File: config.mk
export PLATFORM = sky130hd
export DESIGN_NAME = rec_stream_mux
export DESIGN_NICKNAME = d
export VERILOG_FILES = /design/src/rtl/rec_stream_mux.sv
export SDC_FILE = /design/constraint.sdc
export NUM_CORES = 1
export LEC_CHECK = 0
export CAP_MARGIN = 40
export CORE_UTILIZATION = 45
export CTS_CLUSTER_SIZE = 20
export DETAILED_ROUTE_END_ITERATION = 6
export DONT_BUFFER_PORTS = 1
export GPL_ROUTABILITY_DRIVEN = 0
export SLEW_MARGIN = 20
export SYNTH_ARGS = -nofsm -noshare
export SYNTH_HDL_FRONTEND = slang
export SYNTH_SLANG_ARGS = --single-unit
File: constraint.sdc
create_clock -name CLK -period 5.7 [get_ports CLK]
set_input_delay 0.855 -clock CLK [delete_from_list [all_inputs] [get_ports CLK]]
set_output_delay 0.855 -clock CLK [all_outputs]
set_load 0.01 [all_outputs]
File: src/rtl/rec_stream_mux.sv
// -----------------------------------------------------------------------------
// rec_stream_mux_ch : one recording-channel FIFO with level and drop counter.
//   wr_i/din_i   write strobe and word from the neural-interface channel
//   rd_i         pop the head word (only asserted for the granted channel)
//   clr_i        synchronous clear of the drop counter
//   full_o       level == DEPTH
//   level_o      occupancy 0..DEPTH
//   drop_o       saturating count of writes lost because the FIFO was full
//   head_o       word at the read pointer
//
// rec_stream_mux : N-channel recording stream multiplexer. Round-robin drains
// the per-channel FIFOs as framed packets (header + up to BURST data words)
// onto one valid/ready stream.
//   CLK, RESETn         clock, asynchronous active-low reset
//   enable              permits new packets to start
//   ch_wr, ch_din       per-channel write strobe / data (channel k at [k*DW +: DW])
//   ch_full, ch_level   per-channel full flag and occupancy
//   ch_drop, drop_clr   per-channel saturating drop counters and their clear
//   out_valid/out_data/out_ready  output stream
//   busy                packet in progress
// -----------------------------------------------------------------------------
module rec_stream_mux_ch #(
  parameter int DW    = 32,
  parameter int DEPTH = 16,
  parameter int AW    = 4
) (
  input  logic          CLK,
  input  logic          RESETn,
  input  logic          wr_i,
  input  logic [DW-1:0] din_i,
  input  logic          rd_i,
  input  logic          clr_i,
  output logic          full_o,
  output logic [AW:0]   level_o,
  output logic [15:0]   drop_o,
  output logic [DW-1:0] head_o
);
  localparam int LW = AW + 1;

  logic [DW-1:0] mem_q [DEPTH];
  logic [AW-1:0] wptr_q, rptr_q;
  logic [LW-1:0] level_q;
  logic [15:0]   drop_q;
  logic          full, push, lost;

  assign full = (level_q == LW'(DEPTH));
  // Full is judged on the pre-edge level, so a pop in the same cycle frees the
  // slot the write lands in (wptr == rptr when full).
  assign push = wr_i & (~full | rd_i);
  assign lost = wr_i & full & ~rd_i;

  always_ff @(posedge CLK) begin
    if (push) mem_q[wptr_q] <= din_i;
  end

  always_ff @(posedge CLK or negedge RESETn) begin
    if (!RESETn) begin
      wptr_q  <= '0;
      rptr_q  <= '0;
      level_q <= '0;
      drop_q  <= '0;
    end else begin
      if (push) wptr_q <= wptr_q + 1'b1;
      if (rd_i) rptr_q <= rptr_q + 1'b1;
      case ({push, rd_i})
        2'b10:   level_q <= level_q + 1'b1;
        2'b01:   level_q <= level_q - 1'b1;
        default: ;
      endcase
      if (clr_i)                           drop_q <= '0;
      else if (lost && drop_q != 16'hFFFF) drop_q <= drop_q + 1'b1;
    end
  end

  assign full_o  = full;
  assign level_o = level_q;
  assign drop_o  = drop_q;
  assign head_o  = mem_q[rptr_q];
endmodule

module rec_stream_mux #(
  parameter int NCH   = 2,
  parameter int DW    = 32,
  parameter int DEPTH = 16,
  parameter int BURST = 8
) (
  input  logic                               CLK,
  input  logic                               RESETn,
  input  logic                               enable,
  input  logic [NCH-1:0]                     ch_wr,
  input  logic [NCH*DW-1:0]                  ch_din,
  output logic [NCH-1:0]                     ch_full,
  output logic [NCH*($clog2(DEPTH)+1)-1:0]   ch_level,
  output logic [NCH*16-1:0]                  ch_drop,
  input  logic                               drop_clr,
  output logic                               out_valid,
  output logic [DW-1:0]                      out_data,
  input  logic                               out_ready,
  output logic                               busy
);
  localparam int AW = $clog2(DEPTH);
  localparam int LW = AW + 1;
  localparam int CW = (NCH > 1) ? $clog2(NCH) : 1;

  typedef enum logic [1:0] {S_IDLE, S_HDR, S_DATA} state_e;

  state_e                   state_q;
  logic [CW-1:0]            g_q, rr_q, gsel;
  logic [LW-1:0]            cnt_q, nsel;
  logic [DW-1:0]            hdr_q, hdr_d;
  logic                     ov_q, busy_q, any_ne;
  logic [NCH-1:0]           pop;
  logic [NCH-1:0][LW-1:0]   lvl;
  logic [NCH-1:0][DW-1:0]   head;

  // Only the granted channel is ever popped, one word per accepted data beat.
  assign pop = (state_q == S_DATA && out_ready) ? (NCH'(1) << g_q) : '0;

  for (genvar k = 0; k < NCH; k++) begin : g_ch
    rec_stream_mux_ch #(.DW(DW), .DEPTH(DEPTH), .AW(AW)) u_ch (
      .CLK     (CLK),
      .RESETn  (RESETn),
      .wr_i    (ch_wr[k]),
      .din_i   (ch_din[k*DW +: DW]),
      .rd_i    (pop[k]),
      .clr_i   (drop_clr),
      .full_o  (ch_full[k]),
      .level_o (lvl[k]),
      .drop_o  (ch_drop[k*16 +: 16]),
      .head_o  (head[k])
    );
  end

  assign ch_level = lvl;

  // First non-empty channel at or after rr_q (mod NCH). Scanning downward
  // lets the smallest offset overwrite the others.
  always_comb begin
    int idx;
    idx    = 0;
    any_ne = 1'b0;
    gsel   = '0;
    for (int i = NCH - 1; i >= 0; i--) begin
      idx = int'(rr_q) + i;
      if (idx >= NCH) idx = idx - NCH;
      if (lvl[CW'(idx)] != '0) begin
        any_ne = 1'b1;
        gsel   = CW'(idx);
      end
    end
  end

  always_comb begin
    nsel        = (lvl[gsel] > LW'(BURST)) ? LW'(BURST) : lvl[gsel];
    hdr_d       = '0;
    hdr_d[31:0] = {4'hA, 4'h0, 8'(gsel), 16'(nsel)};
  end

  // The packet length is fixed at grant time; later writes wait for the next one.
  always_ff @(posedge CLK or negedge RESETn) begin
    if (!RESETn) begin
      state_q <= S_IDLE;
      g_q     <= '0;
      rr_q    <= '0;
      cnt_q   <= '0;
      hdr_q   <= '0;
      ov_q    <= 1'b0;
      busy_q  <= 1'b0;
    end else begin
      unique case (state_q)
        S_IDLE: if (enable && any_ne) begin
          g_q     <= gsel;
          cnt_q   <= nsel;
          hdr_q   <= hdr_d;
          rr_q    <= (gsel == CW'(NCH - 1)) ? '0 : gsel + 1'b1;
          state_q <= S_HDR;
          ov_q    <= 1'b1;
          busy_q  <= 1'b1;
        end
        S_HDR: if (out_ready) state_q <= S_DATA;
        S_DATA: if (out_ready) begin
          cnt_q <= cnt_q - 1'b1;
          if (cnt_q == LW'(1)) begin
            state_q <= S_IDLE;
            ov_q    <= 1'b0;
            busy_q  <= 1'b0;
          end
        end
        default: state_q <= S_IDLE;
      endcase
    end
  end

  // Data beats read FIFO storage directly; the head of the granted channel
  // cannot move until it is popped, so the word holds steady under stall.
  always_comb begin
    out_data = '0;
    if (state_q == S_HDR)       out_data = hdr_q;
    else if (state_q == S_DATA) out_data = head[g_q];
  end

  assign out_valid = ov_q;
  assign busy      = busy_q;
endmodule

==> results of run 1 <==
worst min path at each step:
stage          slack (ns)  depth (start not counted)      start                endpoint
2_1_floorplan        0.43                          1  hdr_q[29]               hdr_q[29]
3_3_place_gp         0.45                          1  hdr_q[29]               hdr_q[29]
3_5_place_dp         0.45                          1  hdr_q[29]               hdr_q[29]
4_1_cts              0.06                          1     RESETn  g_ch[0].u_ch.wptr_q[1]
5_1_grt              0.08                          1     RESETn  g_ch[0].u_ch.wptr_q[1]
6_report             0.07                          1     RESETn  g_ch[0].u_ch.wptr_q[1]
cells by family after synthesis:
family	Yosys count	share of synthesized area
AO/OA/AOI/OAI	223	0.0394
XOR/XNOR	44	0.00901
adder cells (fa/ha/maj)	22	0.00661
buffers and inverters	140	0.0137
flip-flops	1098	0.762
multiplexers	275	0.139
AND/OR/NAND/NOR	245	0.0300
power breakdown:
part           internal, mW  switching, mW
clock                  4.02           3.03
combinational          2.47           2.98
sequential             9.69          0.571
sequential cells by signal, indices dropped and copies added (netlist names):
name,count
busy,1
cnt_q,5
g_ch.u_ch.drop_o,32
g_ch.u_ch.level_o,10
g_ch.u_ch.mem_q,1024
g_ch.u_ch.rptr_q,8
g_ch.u_ch.wptr_q,8
hdr_q,7
rr_q,1
state_q,2
layer usage:
metal	up-vias	GRT usage	routed length, µm
li1	8741	-	-
met1	11100	0.290	41500
met2	692	0.328	46800
met3	147	0.0516	7710
met4	0	0.0634	2610
met5	-	0	0
layout make-up:
class                           instances  area share
Clock buffer                          129      0.0589
Clock inverter                         76      0.0135
Inverter                               23     0.00178
Multi-Input combinational cell        809       0.202
Sequential cell                      1098       0.672
Tap cell                             1254      0.0323
Timing Repair Buffer                   85      0.0197
stage by stage:
stage,utilization,worst slack [ns]
2_1_floorplan,-,1.25
3_3_place_gp,0.475,1.68
3_5_place_dp,0.479,1.64
4_1_cts,0.516,0.921
5_1_grt,0.518,0.911
6_report,0.518,1.03
synth_stat cells, drive strengths merged, types with 4 or more instances:
cell	number	area share
ha	21	0.0061
nor4	19	0.0034
nand2b	9	0.0013
nor4b	4	0.00082
o41ai	4	0.00082
mux2i	12	0.0028
xnor2	34	0.0070
a211oi	9	0.0016
mux2	9	0.0024
nor2	59	0.0052
a221oi	48	0.0098
and4	4	0.00082
xor2	10	0.0020
mux4	254	0.13
nor3b	4	0.00070
a22o	58	0.012
o21ai	22	0.0026
nand2	54	0.0047
edfxtp	1024	0.72
nor3	22	0.0026
inv	23	0.0020
nand3	15	0.0018
dfrtp	74	0.043
and3	4	0.00059
a21oi	19	0.0022
a21o	6	0.0011
clkbuf	66	0.0058
nor2b	16	0.0023
buf	51	0.0059
nand4	12	0.0019
and2	14	0.0020
o22ai	32	0.0047
critical path: stages, from the launching register on:
cell	delay (ns)
dfrtp_4	0.86
buf_4	0.44
mux4_2	0.56
a22o_1	0.24
a221oi_1	0.71
o22ai_1	0.29
==> impl_results.md, run 1 <==
* Status: finished, final reports clean
* Clock Pin Slew Worst Setup and Hold Paths at 0.06 ns
* WL per Instance at 28.4 µm
* DRC errors left at 0
* Hold Fails Final Rpt at 0
* R2R Setup Slk at 1.77 ns
* Via count at 20,700
* Vias in the first global route at 21,500
* Maximum capacitance violations at 0
* Reg area at 0.0326 mm²
* Max Fclk at 214 MHz
* Area grow syn2layout at 13.5%
* Ys async rst share at 0.0674
* Post-placement cell count at 3,263
* PnR Total Power at 22.8 mW
* Final Cell Area at 0.0485 mm²
* Final HPWL DP at 58,900 µm
* Port bufs at 0
* Die height at 310 µm
* CP Launch Type: flop
* Yosys warns at 0
* Final worst-path cycle share at 0.820
* Net Count, Synth at 2,140
* Post-Syn Instances at 2,047
* Site row count at 112
* Crit Reg-Reg Endpoint: g_ch[1].u_ch.level_o[4]
* Synth unique cells at 59
* Setup Fix Bufs, Post-CTS at 0
* Most frequent cells in the layout: 1,024 x edfxtp_1, 254 x mux4_2, 111 x clkbuf_16
* Initial core utilization at 0.456
* Grt ovf at 0
* Crit path from: g_ch[1].u_ch.rptr_q[0]
* Worst slew pin tran at 0.892 ns
* Sequential share of the synthesized area at 0.762
* Layout cells sized above 1 at 0.249
* Final WL at 98,700 µm
* Worst hold slack at 0.0717 ns
* Worst Path Required at 4.85 ns
* TNS Setup at 0 ns
* Die Wd at 310 µm
* Placeable Area at 0.0937 mm²
* Clk_lat worst skew at 0.70 ns
* Final setup viols at 0
* Minimum clock period at 4.67 ns
* R2R Path Start: hdr_q[16]
* # hold bufs at CTS at 1
* Worst min path class: input pin to asynchronous set/reset pin
* Syn Area/Cell at 20.9 µm²
* Largest net degree at the start of global routing at 75
* Leak pwr at 15.3 nW
* #FFs+latches synth at 1,098
* EDFF count, synth at 1,024
* Vias per inst at 5.95
* Cell area after synthesis at 0.0428 mm²
* Total track usage at 0.209
* DR iter-0 viols at 1,935
* Arr. time, crit path at 3.82 ns
* Non-Filler Instances at 3,474
* Top FF cell, synth: edfxtp_1
* Worst vdd ir at 0.317 mV
* Die area at 0.0963 mm²
* PwrDens at 469 mW/mm²
* Unrepaired setup endpoints after global routing: no
* Crit path to: out_data[18]
* Critical path class: flop to output pin
* I/O pin cnt at 149
* DP Area at 0.0449 mm²
* Post-DRT Antenna Nets at 0
* Initial antenna violation count at 0
* Commonest non-fill, non-tap cell in the layout: edfxtp_1
* Worst reg-to-reg path cell count at 11
* Multi-input logic area at 0.00978 mm²
* Total CTS buffers at 110
* Clock Root Buffer: clkbuf_16
* Rel. slew slack at 0.405
* Htree depth at 3
* First-pass GRT wire length at 145,000 µm
* # fillers at 7,320
* Final nets at 2,220
* Max Buffers Root-to-Sink at 3
* 1st-pass router iterations at 5
* Setup Skew at 0.0530 ns
* Critical path capture point type: output pin
* PostCTS Resize Cnt at 0
* CP max FO at 33
* Inserted Diodes at 0
* Slew Limit Fails at 0
* TritonCTS clock tree: yes
* TritonCTS Sinks at 1,098
(Power assumes the default switching activity.)
==> run 2: changes to the inputs <==
==> constraint.sdc (replaced) <==
create_clock -name CLK -period 4.1 [get_ports CLK]
set_input_delay 0.615 -clock CLK [delete_from_list [all_inputs] [get_ports CLK]]
set_output_delay 0.615 -clock CLK [all_outputs]
set_load 0.01 [all_outputs]
==> impl_results.md, run 2 (synthesis results as in run 1) <==
* Status: finished, final reports clean
* Vias in the first global route at 22,100 (+3.0%)
* Slew Limit Fails at 0 (unchanged)
* Top reg by flops: g_ch.u_ch.mem_q
* # fillers at 7,218 (-1.4%)
* CP Buf/Inv Count at 2 (+1)
* 1st-pass router iterations at 6 (+1)
* Hold_sp: drop_clr
* Cell breakdown of the critical path: buf_12 > buf_12 > mux4_2 > a22o_1 > a221oi_1 > o22ai_1
* Hold EP: g_ch[1].u_ch.drop_o[3]
* Clk network pwr share at 0.306 (-0.004)
* Max reg flops at 1,024 (unchanged)
* Final HPWL DP at 59,500 µm (+1.0%)
* R2R Setup Slk at 0.88 ns (-0.89 ns)
* Final Cell Area at 0.0494 mm² (+1.8%)
* Slowest stage delay, CP at 0.56 ns (-0.30 ns)
* Logic pwr share at 0.254 (+0.015)
* Clk_lat worst skew at 0.70 ns (about the same)
* Area grow syn2layout at 15.5%
* Layout cells sized above 1 at 0.247 (-0.00158)
* Initial core utilization at 0.456 (unchanged)
* Minimum clock period at 3.93 ns
* DR iter-0 viols at 2,199 (+14%)
* Most used cell, CP: buf_12
* Total track usage at 0.218 (+0.00912)
* DRC errors left at 0 (unchanged)
* Max Fclk at 255 MHz
* Maximum capacitance violations at 0 (unchanged)
* CP max-delay cell: a221oi_1
* Worst Path Required at 3.48 ns (-1.37 ns)
* Worst min path class: input pin to flop
* Final worst-path cycle share at 0.957
* Worst reg-to-reg path cell count at 13 (+2)
* Largest delay contributor family on the critical path: compound AO/OA/AOI/OAI gates
* Vias per inst at 5.98 (+0.50%)
* Port bufs at 0 (unchanged)
* Most frequent cells in the layout: 1,024 x edfxtp_1, 254 x mux4_2, 111 x clkbuf_16
* Max Buffers Root-to-Sink at 3 (unchanged)
* PnR Total Power at 32.1 mW (+41%)
* Largest net degree at the start of global routing at 75 (unchanged)
* TritonCTS clock tree: yes
* Arr. time, crit path at 3.31 ns (-0.51 ns)
* Final nets at 2,304 (+3.8%)
* Grt ovf at 0 (unchanged)
* Site row count at 112 (unchanged)
* Placeable Area at 0.0937 mm² (unchanged)
* Total CTS buffers at 109 (-0.91%)
* Hold path depth at 1
* PwrDens at 650 mW/mm² (+38%)
* WL per Instance at 28.9 µm (+1.7%)
* Unrepaired setup endpoints after global routing: no
* Int Power at 22.8 mW (+41%)
* Crit Reg-Reg Endpoint: g_ch[1].u_ch.level_o[4]
* Rel. slew slack at 0.434 (+0.0292)
* Crit. path cell count at 6 (+1)
* CP max FO at 27 (-18%)
* Hold Fails Final Rpt at 0 (unchanged)
* Die area at 0.0963 mm² (unchanged)
* Psw at 9.34 mW (+42%)
* First-pass GRT wire length at 151,000 µm (+4.6%)
* Worst vdd ir at 0.435 mV (+37%)
* Die height at 310 µm (unchanged)
* CP Launch Type: flop
* Via count at 21,300 (+2.9%)
* Commonest non-fill, non-tap cell in the layout: edfxtp_1
* Worst hold slack at 0.0361 ns (-0.0357 ns)
* Worst slew pin tran at 0.849 ns (-0.0438 ns)
* Switching Fraction at 0.291 (+0.00172)
* Post-DRT Antenna Nets at 0 (unchanged)
* Final WL at 103,000 µm (+4.1%)
* I/O pin cnt at 149 (unchanged)
* Final setup viols at 0 (unchanged)
* Htree depth at 3 (unchanged)
* TritonCTS Sinks at 1,098 (unchanged)
* Die Wd at 310 µm (unchanged)
* Critical path class: flop to output pin
* R2R Path Start: g_ch[1].u_ch.level_o[1]
* Sequential share of power at 0.440 (-0.011)
* Critical path capture point type: output pin
* Clock Root Buffer: clkbuf_16
* Leak pwr at 15.7 nW (+2.5%)
* Initial antenna violation count at 10 (+10)
* DP Area at 0.0451 mm² (+0.50%)
* Setup Skew at 0.0641 ns (+0.0111 ns)
* Clock Pin Slew Worst Setup and Hold Paths at 0.06 ns (about the same)
-- run 2: cell count changes in the layout (fill, tap and decap cells not counted), moves of 5 or more --
cell           change
dlygate4sd3_1     +67
buf_4             +14
buf_12            +12
clkinv_1          -10
clkbuf_1           +7
and2_2             +5
buf_16             -5
diode_2            +5
-- run 2: how the worst max path moves through the flow --
stage	start	to	slack, ns
after detailed placement	g_ch[1].u_ch.rptr_q[0]	out_data[30]	0.54
after global routing	g_ch[0].u_ch.rptr_q[0]	out_data[30]	0.05
after CTS	g_ch[0].u_ch.rptr_q[0]	out_data[30]	0.07
final	g_ch[1].u_ch.rptr_q[0]	out_data[24]	0.17
after floorplan	out_ready	g_ch[0].u_ch.mem_q[4][0]	-0.09
after global placement	g_ch[1].u_ch.rptr_q[0]	out_data[30]	0.57
-- run 2: per-stage QoR --
step           utilization  setup WS [ns]  TNS [ns]  cells
3_3_place_gp         0.481          0.566         0   3278
5_1_grt              0.527         0.0521         0   3556
2_1_floorplan            -        -0.0906    -11.60   2047
3_5_place_dp         0.481          0.543         0   3280
6_report             0.527          0.174         0   3558
4_1_cts              0.526         0.0685         0   3551
-- run 2: layout make-up --
type / count / area (µm²) / area share
clock buffers: 136 / 2870 / 0.0581
repair buffers: 170 / 1820 / 0.0369
flip-flops and latches: 1098 / 32600 / 0.660
diodes: 5 / 12.5 / 0.000253
inverters: 23 / 86.3 / 0.00175
multi-input cells: 809 / 9790 / 0.198
well taps: 1254 / 1570 / 0.0318
clock inverters: 63 / 636 / 0.0129
-- run 2: timing repair --
item	in CTS	in global routing
gates cloned	0	1
buffers inserted	4	0
pin swaps	0	0
resized for setup	0	1
hold buffers	68	0
hold endpoints to repair	1012	0
endpoints found under the setup margin	3	1
-- run 2: metal layers --
layer,global-route usage,vias to the layer above,wire [µm]
met3,0.0469,141,8530
met1,0.313,11400,43500
met4,0.0553,8,2060
li1,-,8934,-
met5,0,-,50
met2,0.342,796,48600
-- run 2: power groups by stage --
stage / Sequential, mW / Combinational, mW / Clock [mW]
2_1_floorplan: 14.0 / 5.46 / 0
3_3_place_gp: 14.3 / 7.87 / 0
3_5_place_dp: 14.4 / 7.96 / 0
4_1_cts: 14.1 / 8.30 / 9.98
5_1_grt: 14.2 / 8.75 / 10.4
6_report: 14.1 / 8.16 / 9.82
-- run 2: worst reg2reg max path, stage by stage (launching register included) --
cell	delay [ns]
dfrtp_1	0.55
nor4_4	0.37
and2_1	0.24
a21boi_1	0.09
buf_4	0.17
inv_1	0.08
ha_1	0.33
xor2_1	0.12
ha_1	0.23
o21a_1	0.17
o21a_1	0.18
o21ai_0	0.15
nor3b_1	0.29
xor2_1	0.17
==> run 3: changes to the inputs <==
--- a/config.mk
+++ b/config.mk
@@ -6,11 +6,12 @@
 export NUM_CORES = 1
 export LEC_CHECK = 0
 export CAP_MARGIN = 40
-export CORE_UTILIZATION = 45
+export CORE_UTILIZATION = 57
 export CTS_CLUSTER_SIZE = 20
 export DETAILED_ROUTE_END_ITERATION = 6
 export DONT_BUFFER_PORTS = 1
 export GPL_ROUTABILITY_DRIVEN = 0
+export PLACE_DENSITY = 0.75
 export SLEW_MARGIN = 20
 export SYNTH_ARGS = -nofsm -noshare
 export SYNTH_HDL_FRONTEND = slang
==> impl_results.md, run 3 (synthesis results as in run 1) <==
* Status: finished, final reports clean
* Final WL at 102,000 µm (-0.42%)
* Max reg flops at 1,024 (unchanged)
* Largest net degree at the start of global routing at 75 (unchanged)
* TNS Setup at 0 ns (unchanged)
* Layout cells sized above 1 at 0.252 (+0.00457)
* R2R Path Start: g_ch[1].u_ch.level_o[0]
* Slew Limit Fails at 0 (unchanged)
* Worst Path Required at 3.48 ns (about the same)
* CP max FO at 13 (-52%)
* Setup ws final at 0.115 ns (-0.0589 ns)
* Die area at 0.0761 mm² (-21%)
* Setup Skew at 0.0896 ns (+0.0255 ns)
* Critical path capture point type: output pin
* Total CTS buffers at 106 (-2.8%)
* Rel. slew slack at 0.356 (-0.0781)
* 1st-pass router iterations at 5 (-1)
* Post-placement cell count at 3,001 (-8.5%)
* DP Area at 0.0447 mm² (-0.96%)
* CP Launch Type: flop
* Hold path depth at 0 (-1)
* Initial antenna violation count at 1 (-9)
* PwrDens at 657 mW/mm² (+1.0%)
* Top reg by flops: g_ch.u_ch.mem_q
* TritonCTS clock tree: yes
* Clk_lat worst skew at 0.72 ns (+0.02 ns)
* DR iter-0 viols at 2,510 (+14%)
* Leak pwr at 15.7 nW (about the same)
* Most frequent cells in the layout: 1,024 x edfxtp_1, 254 x mux4_2, 107 x clkbuf_16
* Die Wd at 276 µm (-11%)
* First-pass GRT wire length at 148,000 µm (-2.3%)
* DRC errors left at 0 (unchanged)
* Hold EP: g_ch[0].u_ch.mem_q[0][23]
* Final HPWL DP at 55,600 µm (-6.6%)
* Worst vdd ir at 0.498 mV (+14%)
* Pre-CTS setup slack at 0.683 ns (+0.140 ns)
* Inserted Diodes at 0 (-5)
* Die height at 276 µm (-11%)
* Port bufs at 0 (unchanged)
* Sequential share of power at 0.442 (+0.002)
* Max Fclk at 251 MHz (-1.5%)
* Vias per inst at 6.69 (+12%)
* Final worst-path cycle share at 0.972 (+0.0144)
* Arr. time, crit path at 3.37 ns (+0.06 ns)
* Worst hold slack at 0.0282 ns (-0.00788 ns)
* Hold_sp: ch_din[23]
* Post-DRT Antenna Nets at 0 (unchanged)
* Htree depth at 3 (unchanged)
* Initial core utilization at 0.575 (+0.119)
* Max Buffers Root-to-Sink at 3 (unchanged)
* Area grow syn2layout at 14.6%
* Commonest non-fill, non-tap cell in the layout: edfxtp_1
* Clock Root Buffer: clkbuf_16
* Placeable Area at 0.0743 mm² (-21%)
* Grt ovf at 0 (unchanged)
* Non-Filler Instances at 3,266 (-8.2%)
* Psw at 9.39 mW (+0.53%)
* Clock Pin Slew Worst Setup and Hold Paths at 0.06 ns (about the same)
* I/O pin cnt at 149 (unchanged)
* Total track usage at 0.274 (+0.0559)
* Int Power at 22.8 mW (+0.13%)
* Final nets at 2,303 (-0.043%)
* Minimum clock period at 3.98 ns (+0.0589 ns)
* Worst slew pin tran at 0.966 ns (+0.117 ns)
* Maximum capacitance violations at 0 (unchanged)
* Final Cell Area at 0.0490 mm² (-0.77%)
* TritonCTS Sinks at 1,098 (unchanged)
* Vias in the first global route at 22,500 (+1.6%)
* Worst reg-to-reg path cell count at 13 (unchanged)
* R2R Setup Slk at 0.93 ns (+0.05 ns)
* Clk network pwr share at 0.307 (about the same)
* Final setup viols at 0 (unchanged)
* Hold Fails Final Rpt at 0 (unchanged)
* Crit Reg-Reg Endpoint: g_ch[1].u_ch.level_o[4]
* Worst min path class: input pin to flop
* Site row count at 100 (-11%)
* Switching Fraction at 0.292 (+0.000827)
* Critical path class: flop to output pin
* Logic pwr share at 0.251 (-0.003)
* WL per Instance at 31.3 µm (+8.5%)
* Via count at 21,800 (+2.6%)
[run 3: cell count changes in the layout (fill, tap and decap cells not counted), sizes merged]
cell	delta
clkinvlp	+7
bufinv	+2
clkbuf	-11
buf	+5
diode	-5
dlygate4sd3	-2
inv	+2
clkinv	-5
[run 3: critical path: stages, from the launching register on]
cell	delay (ns)
dfrtp_4	0.66
mux4_2	0.55
a22o_1	0.24
a221oi_1	0.76
o22ai_1	0.46
[run 3: routing by layer]
layer | track usage | vias to the layer above | share of wire
met1 | 0.368 | 11400 | 0.37
met5 | 0 | - | 0.000098
met4 | 0.0879 | 2 | 0.030
met3 | 0.0764 | 184 | 0.12
met2 | 0.440 | 1324 | 0.49
li1 | - | 8893 | -
[run 3: area by class of cell]
type                            count  area [µm²]
Clock buffer                      126        2780
Clock inverter                     69         785
Fill cell                        4653       25300
Tap cell                          969        1210
Timing Repair Buffer              172        1750
Sequential cell                  1098       32600
Multi-Input combinational cell    809        9800
Inverter                           23        86.3
[run 3: power groups by stage]
stage / clock [mW] / sequential, mW / combinational [mW]
4_1_cts: 9.96 / 14.2 / 8.08
3_3_place_gp: 0 / 14.4 / 7.56
3_5_place_dp: 0 / 14.5 / 7.70
5_1_grt: 10.4 / 14.3 / 8.50
2_1_floorplan: 0 / 14.0 / 5.46
6_report: 9.89 / 14.2 / 8.07
[run 3: worst max path at each step]
stage                            from                        to  slack (ns)  depth (start not counted)
4_1_cts        g_ch[0].u_ch.rptr_q[3]              out_data[31]        0.08                          5
3_5_place_dp   g_ch[1].u_ch.rptr_q[0]              out_data[12]        0.68                          5
6_report       g_ch[1].u_ch.rptr_q[0]              out_data[18]        0.12                          4
3_3_place_gp   g_ch[1].u_ch.rptr_q[0]              out_data[17]        0.75                          5
2_1_floorplan               out_ready  g_ch[0].u_ch.mem_q[4][0]       -0.09                          4
5_1_grt        g_ch[1].u_ch.rptr_q[0]              out_data[12]     -0.0003                          5
[run 3: repair_timing]
item | in CTS | in global routing
pin swaps | 0 | 0
endpoints found under the setup margin | 6 | 2
resized for setup | 2 | 1
setup buffers | 2 | 0
endpoints found under the hold margin | 731 | 17
hold buffers | 64 | 2
[run 3: stage by stage]
step / power [mW] / util
2_1_floorplan: 19.5 / -
3_3_place_gp: 22.0 / 0.601
3_5_place_dp: 22.2 / 0.601
4_1_cts: 32.3 / 0.659
5_1_grt: 33.3 / 0.660
6_report: 32.2 / 0.660
